--- config.mk ---
export PLATFORM = sky130hd
export DESIGN_NAME = sparse_weight_packer
export DESIGN_NICKNAME = d
export VERILOG_FILES = /design/src/rtl/sparse_pkg.sv /design/src/rtl/sparse_group_select.sv /design/src/rtl/sparse_weight_packer.sv
export SDC_FILE = /design/constraint.sdc
export NUM_CORES = 1
export LEC_CHECK = 0
export CAP_MARGIN = 40
export CELL_PAD_IN_SITES_DETAIL_PLACEMENT = 1
export CELL_PAD_IN_SITES_GLOBAL_PLACEMENT = 2
export CORE_MARGIN = 2
export CORE_UTILIZATION = 41
export DETAILED_ROUTE_END_ITERATION = 8
export PLACE_DENSITY_LB_ADDON = 0.08
export SYNTH_ARGS = -nofsm -noshare
export SYNTH_HDL_FRONTEND = slang
export SYNTH_HIERARCHICAL = 1
export SYNTH_SLANG_ARGS = --single-unit
--- constraint.sdc ---
create_clock -name clk -period 2.3 [get_ports clk]
set_input_delay 0.345 -clock clk [delete_from_list [all_inputs] [get_ports clk]]
set_output_delay 0.345 -clock clk [all_outputs]
set_load 0.005 [all_outputs]
--- src/rtl/sparse_pkg.sv ---
// Shared constants and helpers for the 2:4 structured-sparse weight packer.
package sparse_pkg;

    localparam int GROUP     = 4;
    localparam int KEEP      = 2;
    localparam int BW_DEF    = 4;
    localparam int TOTAL_DEF = 16;
    localparam int NROW_DEF  = 8;
    localparam int NGROUP    = TOTAL_DEF / GROUP;

    // One extra bit so the most negative weight ranks above the most positive one.
    function automatic logic [16:0] wmag(input logic signed [15:0] w);
        logic signed [16:0] x;
        x = 17'(w);
        return x[16] ? 17'(-x) : 17'(x);
    endfunction

endpackage

--- src/rtl/sparse_group_select.sv ---
// Picks the 2 largest-magnitude weights of a 4-weight group (lower index wins ties).
module sparse_group_select
    import sparse_pkg::*;
#(
    parameter int BW = BW_DEF
) (
    input  logic [GROUP*BW-1:0] grp_flat,
    output logic [KEEP*BW-1:0]  kept_flat,
    output logic [GROUP-1:0]    mask,
    output logic [1:0]          pruned
);

    logic signed [BW-1:0] w   [GROUP];
    logic [16:0]          mag [GROUP];
    int                   beat;
    int                   slot;

    always_comb begin
        kept_flat = '0;
        mask      = '0;
        pruned    = '0;
        beat      = 0;
        slot      = 0;
        for (int k = 0; k < GROUP; k++) begin
            w[k]   = grp_flat[k*BW +: BW];
            mag[k] = wmag(16'(w[k]));
        end
        // A weight is kept when fewer than KEEP others outrank it.
        for (int i = 0; i < GROUP; i++) begin
            beat = 0;
            for (int j = 0; j < GROUP; j++) begin
                if (j != i && (mag[j] > mag[i] || (mag[j] == mag[i] && j < i)))
                    beat = beat + 1;
            end
            mask[i] = (beat < KEEP);
        end
        for (int i = 0; i < GROUP; i++) begin
            if (mask[i]) begin
                if (slot == 0) kept_flat[0 +: BW] = w[i];
                else           kept_flat[BW +: BW] = w[i];
                slot = slot + 1;
            end else if (w[i] != '0) begin
                pruned = pruned + 2'd1;
            end
        end
    end

endmodule

--- src/rtl/sparse_weight_packer.sv ---
// 2:4 sparse weight packer with a 2-entry output buffer and frame row counter.
// Optional prune statistics counter built when SPARSE_PACK_STATS_EN is defined.
module sparse_weight_packer
    import sparse_pkg::*;
#(
    parameter int bw    = BW_DEF,
    parameter int total = TOTAL_DEF,
    parameter int nnz   = TOTAL_DEF / 2,
    parameter int nrow  = NROW_DEF
) (
    input  logic                clk,
    input  logic                reset,
    input  logic                dense_valid,
    output logic                dense_ready,
    input  logic [total*bw-1:0] dense_flat,
    output logic                out_valid,
    input  logic                out_ready,
    output logic [nnz*bw-1:0]   weights_flat,
    output logic [total-1:0]    weight_mask,
    output logic                load,
    output logic                out_last,
    output logic [15:0]         prune_cnt
);

    localparam int NGRP = total / GROUP;
    localparam int RW   = (nrow > 1) ? $clog2(nrow) : 1;

    logic [nnz*bw-1:0] packed_w;
    logic [total-1:0]  packed_m;
    logic [NGRP*2-1:0] pruned_all;

    for (genvar g = 0; g < NGRP; g++) begin : g_grp
        sparse_group_select #(.BW(bw)) u_sel (
            .grp_flat  (dense_flat[g*GROUP*bw +: GROUP*bw]),
            .kept_flat (packed_w[g*KEEP*bw +: KEEP*bw]),
            .mask      (packed_m[g*GROUP +: GROUP]),
            .pruned    (pruned_all[g*2 +: 2])
        );
    end

    logic [nnz*bw-1:0] wts_q  [2];
    logic [nnz*bw-1:0] wts_d  [2];
    logic [total-1:0]  msk_q  [2];
    logic [total-1:0]  msk_d  [2];
    logic [1:0]        last_q, last_d;
    logic              wr_ptr_q, wr_ptr_d;
    logic              rd_ptr_q, rd_ptr_d;
    logic [1:0]        count_q, count_d;
    logic [RW-1:0]     row_q, row_d;
    logic              push, pop, row_is_last;

    assign dense_ready  = (count_q < 2'd2);
    assign out_valid    = (count_q != 2'd0);
    assign push         = dense_valid & dense_ready;
    assign pop          = out_valid & out_ready;
    assign load         = pop;
    assign weights_flat = wts_q[rd_ptr_q];
    assign weight_mask  = msk_q[rd_ptr_q];
    assign out_last     = out_valid & last_q[rd_ptr_q];
    assign row_is_last  = (row_q == RW'(nrow - 1));

    always_comb begin
        wts_d    = wts_q;
        msk_d    = msk_q;
        last_d   = last_q;
        wr_ptr_d = wr_ptr_q;
        rd_ptr_d = rd_ptr_q;
        row_d    = row_q;
        count_d  = count_q;
        if (push) begin
            wts_d[wr_ptr_q]  = packed_w;
            msk_d[wr_ptr_q]  = packed_m;
            last_d[wr_ptr_q] = row_is_last;
            wr_ptr_d         = ~wr_ptr_q;
            row_d            = row_is_last ? '0 : row_q + RW'(1);
        end
        if (pop) rd_ptr_d = ~rd_ptr_q;
        case ({push, pop})
            2'b10:   count_d = count_q + 2'd1;
            2'b01:   count_d = count_q - 2'd1;
            default: count_d = count_q;
        endcase
    end

    always_ff @(posedge clk or negedge reset) begin
        if (!reset) begin
            wts_q    <= '{default: '0};
            msk_q    <= '{default: '0};
            last_q   <= '0;
            wr_ptr_q <= 1'b0;
            rd_ptr_q <= 1'b0;
            count_q  <= '0;
            row_q    <= '0;
        end else begin
            wts_q    <= wts_d;
            msk_q    <= msk_d;
            last_q   <= last_d;
            wr_ptr_q <= wr_ptr_d;
            rd_ptr_q <= rd_ptr_d;
            count_q  <= count_d;
            row_q    <= row_d;
        end
    end

`ifdef SPARSE_PACK_STATS_EN
    logic [15:0] prune_q, prune_d;
    logic [15:0] row_pruned;
    logic [16:0] prune_sum;

    always_comb begin
        row_pruned = '0;
        for (int g = 0; g < NGRP; g++)
            row_pruned = row_pruned + 16'(pruned_all[g*2 +: 2]);
        prune_sum = {1'b0, prune_q} + {1'b0, row_pruned};
        prune_d   = prune_q;
        if (push) prune_d = prune_sum[16] ? 16'hFFFF : prune_sum[15:0];
    end

    always_ff @(posedge clk or negedge reset) begin
        if (!reset) prune_q <= '0;
        else        prune_q <= prune_d;
    end

    assign prune_cnt = prune_q;
`else
    logic unused_pruned;
    assign unused_pruned = ^pruned_all;
    assign prune_cnt     = '0;
`endif

endmodule
# Word-level counts from Yosys, hierarchy flattened

Cells that the tools add are included.

Output and inout bits: 68
Bits of input ports: 68
Word-level logic and storage cells: 348
Register bits after elaboration: 105

Mux-type cells: 135
Order comparisons: 71
Reductions and logical operators: 40
Equality and inequality tests: 27
$add $sub $neg: 59
Bitwise operators: 7

Operators by type and width:

| kind                                                                  | number |
|---|---|
| 32-bit 2-to-1 mux                                                     | 44 |
| 32-bit by 2-bit adder with 32-bit output, second input constant       | 40 |
| 17-bit > comparator                                                   | 48 |
| 32-bit by 3-bit < comparator with 1-bit output, second input constant | 16 |
| 17-bit equality test                                                  | 24 |
| 32-bit logical NOT                                                    | 12 |
| 17-bit 2-to-1 mux                                                     | 16 |
| 4-bit negator with 17-bit output                                      | 16 |
| 4-bit 2-to-1 mux                                                      | 28 |
| 8-bit 2-to-1 mux                                                      | 12 |
| 64-bit bitwise mux                                                    | 1 |
| 16-bit 2-to-1 mux                                                     | 4 |
| 32-bit bitwise mux                                                    | 1 |
| 32-bit demux with 1-bit select                                        | 1 |
| 1-bit logical OR                                                      | 24 |
| 1-bit 2-to-1 mux                                                      | 23 |
| 16-bit demux with 1-bit select                                        | 1 |
| 2-bit greater-or-equal comparator, second input constant              | 2 |
| 1-bit by 2-bit < comparator with 1-bit output, second input constant  | 2 |
| 1-bit NOT with 2-bit output                                           | 2 |
| 2-bit case mux with 2 select lines                                    | 1 |
| 2-bit nonzero test                                                    | 2 |
| 3-bit by 1-bit adder with 3-bit output, second input constant         | 1 |
| 1-bit bitwise AND                                                     | 3 |
| 13 further kinds                                                      | 15 |

# Depth between registers and ports, before layout

Gate-level depths: netlist of run 1.

Depth in word-level cells: 18
Gate-level depth with buffers: 24

# Cells and area by module

The synthesis of run 1 kept the hierarchy.

By module, submodules not included:

| module               | seq. area each (um2) | area each (um2) | cells each | times used |
|---|---|---|---|---|
| sparse_group_select  | 0.0                  | 2,640.0         | 331        | 4 |
| sparse_weight_packer | 2,627.5              | 4,703.3         | 307        | 1 |

# Worst setup path before layout of run 1

Ideal clock, no wire load.

Path type: input to register
From: in dense_flat[20]
To: reg wts_q[12] (netlist bit)
Cell stages on the path: 23
Arrival time: 4.634 ns
Path slack: -2.462 ns
Data required time: 2.173 ns
Cells stage by stage: inv_1 ha_1 nand2_1 o21ai_0 ha_1 a21oi_1 maj3_1 o21ai_0 a21oi_1 o21ai_0 a221o_1 inv_1 ha_1 nand3b_1 o2bb2ai_1 clkbuf_1 ha_1 nand2_1 or4_4 and3_4 buf_6 mux2_4 mux2_1

Word-level cells in the longest chain between the ends: 18

Ends and longest elaborated chain:

| what                                                                   | line                                                 | source |
|---|---|---|
| start: declaration                                                     | sparse_weight_packer.sv:15                           | `input logic [total*bw-1:0] dense_flat,` |
| 4-bit negator with 17-bit output                                       | sparse_pkg.sv:15                                     | `return x[16] ? 17'(-x) : 17'(x);` |
| 17-bit 2-to-1 mux                                                      | sparse_pkg.sv:15                                     |  |
| 17-bit > comparator                                                    | sparse_group_select.sv:32                            | `if (j != i && (mag[j] > mag[i] \|\| (mag[j] == mag[i] && j < i)))` |
| 1-bit 2-to-1 mux                                                       | sparse_group_select.sv:32                            |  |
| 32-bit by 2-bit adder with 32-bit output                               | sparse_group_select.sv:33                            | `beat = beat + 1;` |
| 32-bit 2-to-1 mux                                                      | sparse_group_select.sv:32                            |  |
| 32-bit by 2-bit adder with 32-bit output                               | sparse_group_select.sv:33                            |  |
| 32-bit 2-to-1 mux                                                      | sparse_group_select.sv:32                            |  |
| (+3 left out)                                                          | n/a                                                  |  |
| 32-bit 2-to-1 mux / 4-bit 2-to-1 mux (equally long branches)           | sparse_group_select.sv:38, sparse_group_select.sv:39 |  |
| 32-bit by 2-bit adder with 32-bit output, or another cell as far along | sparse_group_select.sv:41                            | `slot = slot + 1;` |
| 32-bit 2-to-1 mux / 4-bit 2-to-1 mux (equally long branches)           | sparse_group_select.sv:38, sparse_group_select.sv:39 |  |
| 32-bit logical NOT / 8-bit 2-to-1 mux (equally long branches)          | sparse_group_select.sv:39, sparse_group_select.sv:38 |  |
| 4-bit 2-to-1 mux                                                       | sparse_group_select.sv:39                            | `if (slot == 0) kept_flat[0 +: BW] = w[i];` |
| 8-bit 2-to-1 mux *                                                     | sparse_group_select.sv:38                            | `if (mask[i]) begin` |
| named net packed_w[12]                                                 | sparse_weight_packer.sv:28                           | `logic [nnz*bw-1:0] packed_w;` |
| 64-bit bitwise mux *                                                   | sparse_weight_packer.sv:71                           | `wts_d[wr_ptr_q] = packed_w;` |
| end signal: assignment                                                 | sparse_weight_packer.sv:95                           | `wts_q <= wts_d;` |
| end: declaration                                                       | sparse_weight_packer.sv:41                           | `logic [nnz*bw-1:0] wts_q [2];` |

The timed path passes the listed nets; every way through them passes the cells marked *.
A chain may end at the register's enable or synchronous reset.

# Final worst setup path of run 1

From: in dense_flat[56]
To: reg wts_q[25] (netlist bit)

Word-level cells in the longest chain between the ends: 16

Ends and longest elaborated chain:

| what                                                                                  | line                                                 | source |
|---|---|---|
| 4-bit negator with 17-bit output                                                      | sparse_pkg.sv:15                                     |  |
| 17-bit 2-to-1 mux *                                                                   | sparse_pkg.sv:15                                     |  |
| 17-bit > comparator                                                                   | sparse_group_select.sv:32                            |  |
| 32-bit 2-to-1 mux                                                                     | sparse_group_select.sv:32                            |  |
| 32-bit by 2-bit adder with 32-bit output                                              | sparse_group_select.sv:33                            |  |
| 32-bit 2-to-1 mux                                                                     | sparse_group_select.sv:32                            |  |
| 32-bit by 3-bit < comparator with 1-bit output                                        | sparse_group_select.sv:35                            | `mask[i] = (beat < KEEP);` |
| 1-bit 2-to-1 mux                                                                      | sparse_group_select.sv:38                            |  |
| 32-bit by 2-bit adder with 32-bit output / 32-bit logical NOT (equally long branches) | sparse_group_select.sv:41, sparse_group_select.sv:39 |  |
| 32-bit 2-to-1 mux / 4-bit 2-to-1 mux (equally long branches)                          | sparse_group_select.sv:38, sparse_group_select.sv:39 |  |
| 32-bit by 2-bit adder with 32-bit output, or another cell as far along                | sparse_group_select.sv:41                            |  |
| 32-bit 2-to-1 mux / 4-bit 2-to-1 mux (equally long branches)                          | sparse_group_select.sv:38, sparse_group_select.sv:39 |  |
| 32-bit logical NOT / 8-bit 2-to-1 mux (equally long branches)                         | sparse_group_select.sv:39, sparse_group_select.sv:38 |  |
| 4-bit 2-to-1 mux                                                                      | sparse_group_select.sv:39                            |  |
| 8-bit 2-to-1 mux *                                                                    | sparse_group_select.sv:38                            |  |
| named net packed_w[25]                                                                | sparse_weight_packer.sv:28                           |  |
| 64-bit bitwise mux *                                                                  | sparse_weight_packer.sv:71                           |  |

Marked as above.

==> impl_results.rst, run 1 <==
.. list-table::
   :header-rows: 1

   * - Metric
     - Value
   * - Wire length reported by the detailed router
     - 68.9 mm
   * - CTS sink count
     - 105
   * - Overall via count from detail_route
     - 15,935
   * - Element type at the critical path end
     - flop
   * - Data required time of the critical path
     - 2.55 ns
   * - Mapped Cells
     - 1,539
   * - Row count
     - 69
   * - Total CTS buffers
     - 9
   * - Total of warnings raised by yosys
     - 6
   * - Clock transition at path regs
     - 0.08 ns
   * - Worst slew pin tran
     - 0.788 ns
   * - Footprint of the flip-flops and latches
     - 2630 um2
   * - Clock Path Buffers
     - 2
   * - Die area
     - 37,300 um2
   * - Total routing usage reported by global routing
     - 0.286
   * - Horiz. Die Dim
     - 193 um
   * - Worst Slack Setup Final
     - -2.31 ns
   * - Post-detailed-route wirelength per cell
     - 23.8 um
   * - Via-per-instance ratio
     - 5.52
   * - First-pass iteration count of the detailed router
     - 5
   * - Startpoint kind of the worst setup timing path
     - input pin
   * - Area grow syn2layout
     - 63.3%
   * - Number of non-filler instances in the completed layout
     - 2,889
   * - Number of levels in the clock H-tree
     - 3
   * - Number of hold violations in the final report
     - 0
   * - Post-synthesis average cell area
     - 9.53 um2
   * - Number of routed nets with antenna violations
     - 0
   * - Number of design rule violations left after detail routing
     - 0
   * - CP Class
     - input pin to flop
   * - Post-DP HPWL
     - 38.2 mm
   * - Violated checks
     - negative setup slack
   * - Static leakage power
     - 0.0116 uW
   * - Fill count
     - 3,924
   * - Number of antenna violations at the first check in global routing
     - 0
   * - Post-layout power
     - 16,700 uW
   * - Final Core Density
     - 0.676
   * - Max Clock Freq
     - 217 MHz
   * - Fraction of the cycle the final worst path needs
     - 2.00
   * - Initial core utilization
     - 0.414
   * - Number of endpoints failing setup at the final stage
     - 96
   * - I/O pins
     - 136
   * - Max capacitance violation total
     - 0
   * - Buffers added on ports
     - 119
   * - Wire length of the first global-routing pass
     - 84.7 mm
   * - Worst slack at placement
     - -2.99 ns
   * - Relative slew margins
     - 0.475
   * - Area of the multi-input gates
     - 15,200 um2
   * - Status
     - finished with violations
   * - Layout cells sized above 1
     - 0.411
   * - Vias in the first global route
     - 16,640
   * - Number of placed cells counting well taps
     - 2,760
   * - Hold-fix buffers, CTS
     - 0
   * - Post-Route Setup TNS
     - -163.09 ns
   * - Total gr overflow
     - 0
   * - Final-report max-slew violation count
     - 0
   * - Arr. time, crit path
     - 4.86 ns
   * - Maximum number of pins on one net before global-route repair
     - 55
   * - Layout Nets
     - 2,835
   * - TritonCTS clock tree
     - done
   * - Shortest clock period the worst path allows after layout
     - 4.61 ns
   * - Worst Hold Class
     - input pin to async pin
   * - Max FO, Critical Path
     - 5
   * - Synthesized cell area
     - 14,700 um2
   * - Core Area
     - 35,400 um2
   * - Gp weighted congestion
     - 0.864
   * - Root cell of the clock tree
     - sky130_fd_sc_hd__clkbuf_16
   * - RSZ-0062 raised after global routing
     - true
   * - Layout Skew
     - 0.0130 ns
   * - Initial DRC count
     - 733
   * - Maximum ir drop on the vdd rail
     - 0.000921 V
   * - Power density over the cells
     - 698 nW/um2
   * - Die extent in y
     - 193 um
   * - Number of antenna diodes
     - 0
   * - Clock insertion delay at the later pin of the skew report
     - 0.37 ns
final cells by class:
| type | count | share of cell area |
|---|---|---|
| multi-input combinational | 1662 | 0.636 |
| timing repair buffer | 516 | 0.191 |
| sequential | 105 | 0.110 |
| inverter | 130 | 0.0267 |
| tap | 461 | 0.0241 |
| clock buffer | 9 | 0.00941 |
| clock inverter | 6 | 0.00261 |
per-stage QoR:
| step | instance area, um2 | hold WS (ns) |
|---|---|---|
| floorplan | 17300 | 0.0494 |
| global placement | 21000 | 0.456 |
| detailed placement | 21000 | 0.469 |
| CTS | 22900 | 0.0797 |
| global route | 23900 | 0.0985 |
| finish | 23900 | 0.0597 |
worst paths after layout:
| path | startpoint | endpoint | slack, ns | cells past startpoint |
|---|---|---|---|---|
| hold / removal | reset | msk_q[16] | 0.06 | 1 |
| hold reg to reg | msk_q[7] | msk_q[7] | 0.51 | 1 |
| min in group clk | dense_flat[61] | wts_q[61] | 0.51 | 4 |
| setup / recovery | dense_flat[56] | wts_q[25] | -2.31 | 24 |
| setup reg to reg | count_q[0] | count_q[1] | 0.51 | 7 |
| max in group asynchronous | reset | msk_q[8] | 1.51 | 2 |
per-layer routing:
metal	vias to the layer above	track usage	wire length [um]
met5	-	0	0
met4	0	0.105	4090
met3	285	0.0226	3030
met2	629	0.555	35900
met1	7964	0.324	25800
li1	7057	-	-
placed cells by master, fill, tap and decap left out, types with 10 or more instances in the layout:
| cell type | count |
|---|---|
| sky130_fd_sc_hd__buf_8 | 15 |
| sky130_fd_sc_hd__nand3b_1 | 12 |
| sky130_fd_sc_hd__o21ai_4 | 18 |
| sky130_fd_sc_hd__buf_4 | 318 |
| sky130_fd_sc_hd__a21oi_2 | 27 |
| sky130_fd_sc_hd__o21ai_1 | 12 |
| sky130_fd_sc_hd__clkdlybuf4s50_1 | 55 |
| sky130_fd_sc_hd__nand4_1 | 28 |
| sky130_fd_sc_hd__nand2b_1 | 13 |
| sky130_fd_sc_hd__inv_2 | 42 |
| sky130_fd_sc_hd__buf_6 | 82 |
| sky130_fd_sc_hd__mux2_4 | 89 |
| sky130_fd_sc_hd__nand2b_4 | 11 |
| sky130_fd_sc_hd__xnor2_1 | 17 |
| sky130_fd_sc_hd__mux2_2 | 75 |
| sky130_fd_sc_hd__nor2_4 | 12 |
| sky130_fd_sc_hd__nand2_2 | 19 |
| sky130_fd_sc_hd__dfrtp_1 | 104 |
| sky130_fd_sc_hd__o21ai_0 | 19 |
| sky130_fd_sc_hd__ha_4 | 56 |
| sky130_fd_sc_hd__o21a_1 | 10 |
| sky130_fd_sc_hd__nand3_1 | 28 |
| sky130_fd_sc_hd__dlygate4sd2_1 | 11 |
| sky130_fd_sc_hd__o211ai_1 | 12 |
| sky130_fd_sc_hd__ha_1 | 276 |
| sky130_fd_sc_hd__o41ai_1 | 16 |
| sky130_fd_sc_hd__nand2_1 | 79 |
| sky130_fd_sc_hd__ha_2 | 11 |
| sky130_fd_sc_hd__and3_1 | 21 |
| sky130_fd_sc_hd__mux2i_2 | 10 |
| sky130_fd_sc_hd__nor2_1 | 42 |
| sky130_fd_sc_hd__a211oi_1 | 22 |
| sky130_fd_sc_hd__mux2i_1 | 26 |
| sky130_fd_sc_hd__inv_1 | 58 |
| sky130_fd_sc_hd__a21oi_1 | 44 |
| sky130_fd_sc_hd__buf_12 | 10 |
| sky130_fd_sc_hd__conb_1 | 408 |
| sky130_fd_sc_hd__inv_4 | 11 |
worst max-delay path, stage by stage:
cell and delay, ns:
sky130_fd_sc_hd__buf_8 0.10, sky130_fd_sc_hd__inv_12 0.03, sky130_fd_sc_hd__ha_4 0.27, sky130_fd_sc_hd__nand2_4 0.06, sky130_fd_sc_hd__o21ai_4 0.08, sky130_fd_sc_hd__inv_2 0.08
sky130_fd_sc_hd__ha_4 0.28, sky130_fd_sc_hd__a21oi_2 0.05, sky130_fd_sc_hd__maj3_2 0.32, sky130_fd_sc_hd__o21ai_2 0.16, sky130_fd_sc_hd__a21oi_1 0.11, sky130_fd_sc_hd__o21ai_1 0.16
sky130_fd_sc_hd__a221o_1 0.21, sky130_fd_sc_hd__inv_1 0.09, sky130_fd_sc_hd__ha_1 0.30, sky130_fd_sc_hd__nand3b_1 0.21, sky130_fd_sc_hd__o2bb2ai_4 0.19, sky130_fd_sc_hd__ha_4 0.30
sky130_fd_sc_hd__nand2_2 0.06, sky130_fd_sc_hd__or4_4 0.46, sky130_fd_sc_hd__a21oi_4 0.27, sky130_fd_sc_hd__mux2i_1 0.29, sky130_fd_sc_hd__a21oi_1 0.11, sky130_fd_sc_hd__mux2_4 0.30
report_power, final:
part / leakage [uW] / internal (uW) / total [uW] / switching, uW
sequential: 0.00127 / 2760 / 3410 / 651
clock: 0.000141 / 759 / 1590 / 833
combinational: 0.0102 / 6280 / 11700 / 5430
total: 0.0116 / 9800 / 16700 / 6920
sequential cells by signal, summed over array words and instances (netlist names):
name and flops:
wts_q 64, msk_q 32, rd_ptr_q 1, row_q 3
last_q 2, count_q 2, wr_ptr_q 1
what timing repair did:
| item | CTS | global route |
|---|---|---|
| gates resized for setup | 440 | 199 |
| pin swaps | 134 | 111 |
| endpoints found under the setup margin | 97 | 96 |
| buffers inserted | 80 | 69 |
(Power assumes the default switching activity.)
==> inputs of run 2 (changes only) <==
--- a/config.mk
+++ b/config.mk
@@ -5,13 +5,14 @@
 export SDC_FILE = /design/constraint.sdc
 export NUM_CORES = 1
 export LEC_CHECK = 0
-export CAP_MARGIN = 40
 export CELL_PAD_IN_SITES_DETAIL_PLACEMENT = 1
 export CELL_PAD_IN_SITES_GLOBAL_PLACEMENT = 2
+export CORE_ASPECT_RATIO = 2
 export CORE_MARGIN = 2
 export CORE_UTILIZATION = 41
 export DETAILED_ROUTE_END_ITERATION = 8
 export PLACE_DENSITY_LB_ADDON = 0.08
+export SKIP_LAST_GASP = 1
 export SYNTH_ARGS = -nofsm -noshare
 export SYNTH_HDL_FRONTEND = slang
 export SYNTH_HIERARCHICAL = 1
==> run 2 against run 1 <==
The flow still finishes with violations (negative setup slack). Sequential share of layout area increased by 0.067 points. First-iteration DRC count decreased by 29%. Total power decreased by 2.1%. Register-to-register slack improved by 0.02 ns. Clock power increased by 3%. Worst hold slack improved by 0.44 ns. Setup slack improved by 0.0097 ns. Final cell count decreased by 0.97%. Utilization decreased by 0.72 points. Wire length decreased by 7.0%. Critical endpoint is now wts_q[2]. Highest routed layer unchanged.
==> impl_results.rst, run 2 (synthesis gave the netlist of run 1 again) <==
.. list-table::
   :header-rows: 1

   * - Metric
     - Value
   * - Relative slew margins
     - 0.548
   * - Gp weighted congestion
     - 0.909
   * - Startpoint kind of the worst setup timing path
     - input pin
   * - Number of non-filler instances in the completed layout
     - 2,861
   * - Die extent in y
     - 271 um
   * - Wire length reported by the detailed router
     - 64.0 mm
   * - Total CTS buffers
     - 9
   * - Number of levels in the clock H-tree
     - 3
   * - Element type at the critical path end
     - flop
   * - Max capacitance violation total
     - 0
   * - Maximum number of pins on one net before global-route repair
     - 45
   * - Number of endpoints failing setup at the final stage
     - 96
   * - TritonCTS clock tree
     - done
   * - R2r setup slk
     - 0.53 ns
   * - Number of antenna violations at the first check in global routing
     - 0
   * - Layout Skew
     - 0.00375 ns
   * - Post-detailed-route wirelength per cell
     - 22.4 um
   * - Launch instance of the worst register-to-register path
     - count_q[0]
   * - Number of design rule violations left after detail routing
     - 0
   * - Die area
     - 37,400 um2
   * - Initial core utilization
     - 0.412
   * - Switching fraction of total power
     - 0.403
   * - Most common cell after layout, fill and taps aside
     - sky130_fd_sc_hd__conb_1
   * - Total gr overflow
     - 0
   * - Initial DRC count
     - 521
   * - Maximum ir drop on the vdd rail
     - 0.000523 V
   * - Internal power component
     - 9760 uW
   * - Number of hold violations in the final report
     - 0
   * - Buffers added on ports
     - 119
   * - Root cell of the clock tree
     - sky130_fd_sc_hd__clkbuf_16
   * - Max FO, Critical Path
     - 5
   * - CTS sink count
     - 105
   * - Clock transition at path regs
     - 0.08 ns
   * - Core Area
     - 35,600 um2
   * - Clock insertion delay at the later pin of the skew report
     - 0.37 ns
   * - Number of antenna diodes
     - 0
   * - Row count
     - 98
   * - Max reg flops
     - 64
   * - Post-DP HPWL
     - 40.3 mm
   * - Fraction of the cycle the final worst path needs
     - 2.00
   * - RSZ-0062 raised after global routing
     - true
   * - Worst slew pin tran
     - 0.670 ns
   * - Layout Nets
     - 2,817
   * - Data required time of the critical path
     - 2.56 ns
   * - Via-per-instance ratio
     - 5.45
   * - Clock Path Buffers
     - 2
   * - Shortest clock period the worst path allows after layout
     - 4.60 ns
   * - Number of cell instances on the worst register-to-register path
     - 6
   * - Vias in the first global route
     - 16,557
   * - Clock network fraction of total power
     - 0.099
   * - Final-report max-slew violation count
     - 0
   * - I/O pins
     - 136
   * - Status
     - finished with violations
   * - Violated checks
     - negative setup slack
   * - First-pass iteration count of the detailed router
     - 5
   * - Register with the highest flop count
     - wts_q
   * - Worst Slack Setup Final
     - -2.30 ns
   * - Most frequent cells in the layout
     - sky130_fd_sc_hd__conb_1, sky130_fd_sc_hd__buf_4, sky130_fd_sc_hd__ha_1
   * - Total routing usage reported by global routing
     - 0.279
   * - Power density over the cells
     - 687 nW/um2
   * - Overall via count from detail_route
     - 15,583
   * - Number of placed cells counting well taps
     - 2,737
   * - Max Clock Freq
     - 217 MHz
   * - Area grow syn2layout
     - 62.3%
   * - CP Class
     - input pin to flop
   * - Final Core Density
     - 0.669
   * - Horiz. Die Dim
     - 138 um
   * - FF-to-FF End
     - count_q[1]
   * - Worst Hold Class
     - input pin to async pin
   * - Net load switching power
     - 6600 uW
   * - Combinational Power Share
     - 0.694
   * - Arr. time, crit path
     - 4.86 ns
   * - Part of the total power dissipated in sequential elements
     - 0.206
   * - Layout cells sized above 1
     - 0.406
   * - Leading registers by flop count
     - wts_q: 64 flops, msk_q: 32 flops, row_q: 3 flops
   * - Wire length of the first global-routing pass
     - 82.2 mm
   * - Worst slack at placement
     - -3.07 ns
   * - Static leakage power
     - 0.0116 uW
   * - Number of routed nets with antenna violations
     - 0
[run 2: repair_timing]
action	CTS	global route
resized for setup	286	355
hold buffers	1	0
pin swaps	103	142
setup buffers	52	78
setup endpoints to repair	96	97
endpoints found under the hold margin	34	0
cloned	0	0
[run 2: power groups by stage]
stage	combinational [uW]	sequential, uW	clock, uW
after floorplan	5890	3090	0
after global placement	9040	3220	0
after detailed placement	9360	3300	0
after CTS	9890	3290	1650
after global routing	12000	3450	1720
final	11400	3370	1630
[run 2: worst max path at each step]
stage	startpoint	end	slack (ns)	depth (start not counted)
final	dense_flat[6]	wts_q[2]	-2.30	21
after global routing	dense_flat[6]	wts_q[2]	-2.40	21
after global placement	dense_flat[56]	wts_q[24]	-2.85	25
after CTS	dense_flat[56]	wts_q[27]	-1.99	25
after floorplan	dense_flat[36]	wts_q[20]	-2.19	23
after detailed placement	dense_flat[56]	wts_q[26]	-3.07	24
[run 2: per-layer routing]
metal	vias to the layer above	track usage	wire length, um
met4	0	0.152	5190
met1	7726	0.256	21200
met3	307	0.0271	2150
li1	7034	-	-
met5	-	0	0
met2	516	0.571	35500
[run 2: layout make-up]
cell class / count / area [um2]
Inverter: 130 / 643
Clock inverter: 6 / 61.3
Tap cell: 450 / 563
Sequential cell: 105 / 2630
Timing Repair Buffer: 498 / 4410
Multi-Input combinational cell: 1662 / 15200
Fill cell: 3943 / 11800
Clock buffer: 10 / 239
[run 2: worst max-delay path, cell delays in order]
cell	delay [ns]
sky130_fd_sc_hd__dlygate4sd2_1	0.27
sky130_fd_sc_hd__inv_1	0.12
sky130_fd_sc_hd__nand4_1	0.31
sky130_fd_sc_hd__ha_4	0.30
sky130_fd_sc_hd__nor3_1	0.24
sky130_fd_sc_hd__a21oi_1	0.14
sky130_fd_sc_hd__o21ai_0	0.22
sky130_fd_sc_hd__o21bai_1	0.18
sky130_fd_sc_hd__nand2_1	0.11
sky130_fd_sc_hd__inv_2	0.09
sky130_fd_sc_hd__nand2_2	0.09
sky130_fd_sc_hd__ha_4	0.26
sky130_fd_sc_hd__nand3b_1	0.15
sky130_fd_sc_hd__o2bb2ai_4	0.18
sky130_fd_sc_hd__inv_2	0.09
sky130_fd_sc_hd__ha_2	0.21
sky130_fd_sc_hd__or4_4	0.57
sky130_fd_sc_hd__a21oi_4	0.28
sky130_fd_sc_hd__mux2i_1	0.29
sky130_fd_sc_hd__a21oi_1	0.11
sky130_fd_sc_hd__mux2_2	0.31
[run 2: per-stage QoR]
| step | power, uW | area, um2 | hold slack [ns] | setup TNS (ns) |
|---|---|---|---|---|
| after floorplan | 8980 | 17300 | 0.0494 | -153.00 |
| after global placement | 12300 | 20900 | 0.340 | -227.23 |
| after detailed placement | 12700 | 20900 | 0.344 | -242.16 |
| after CTS | 14800 | 22100 | 0.481 | -143.72 |
| after global routing | 17200 | 23800 | 0.492 | -172.68 |
| final | 16400 | 23800 | 0.504 | -162.75 |
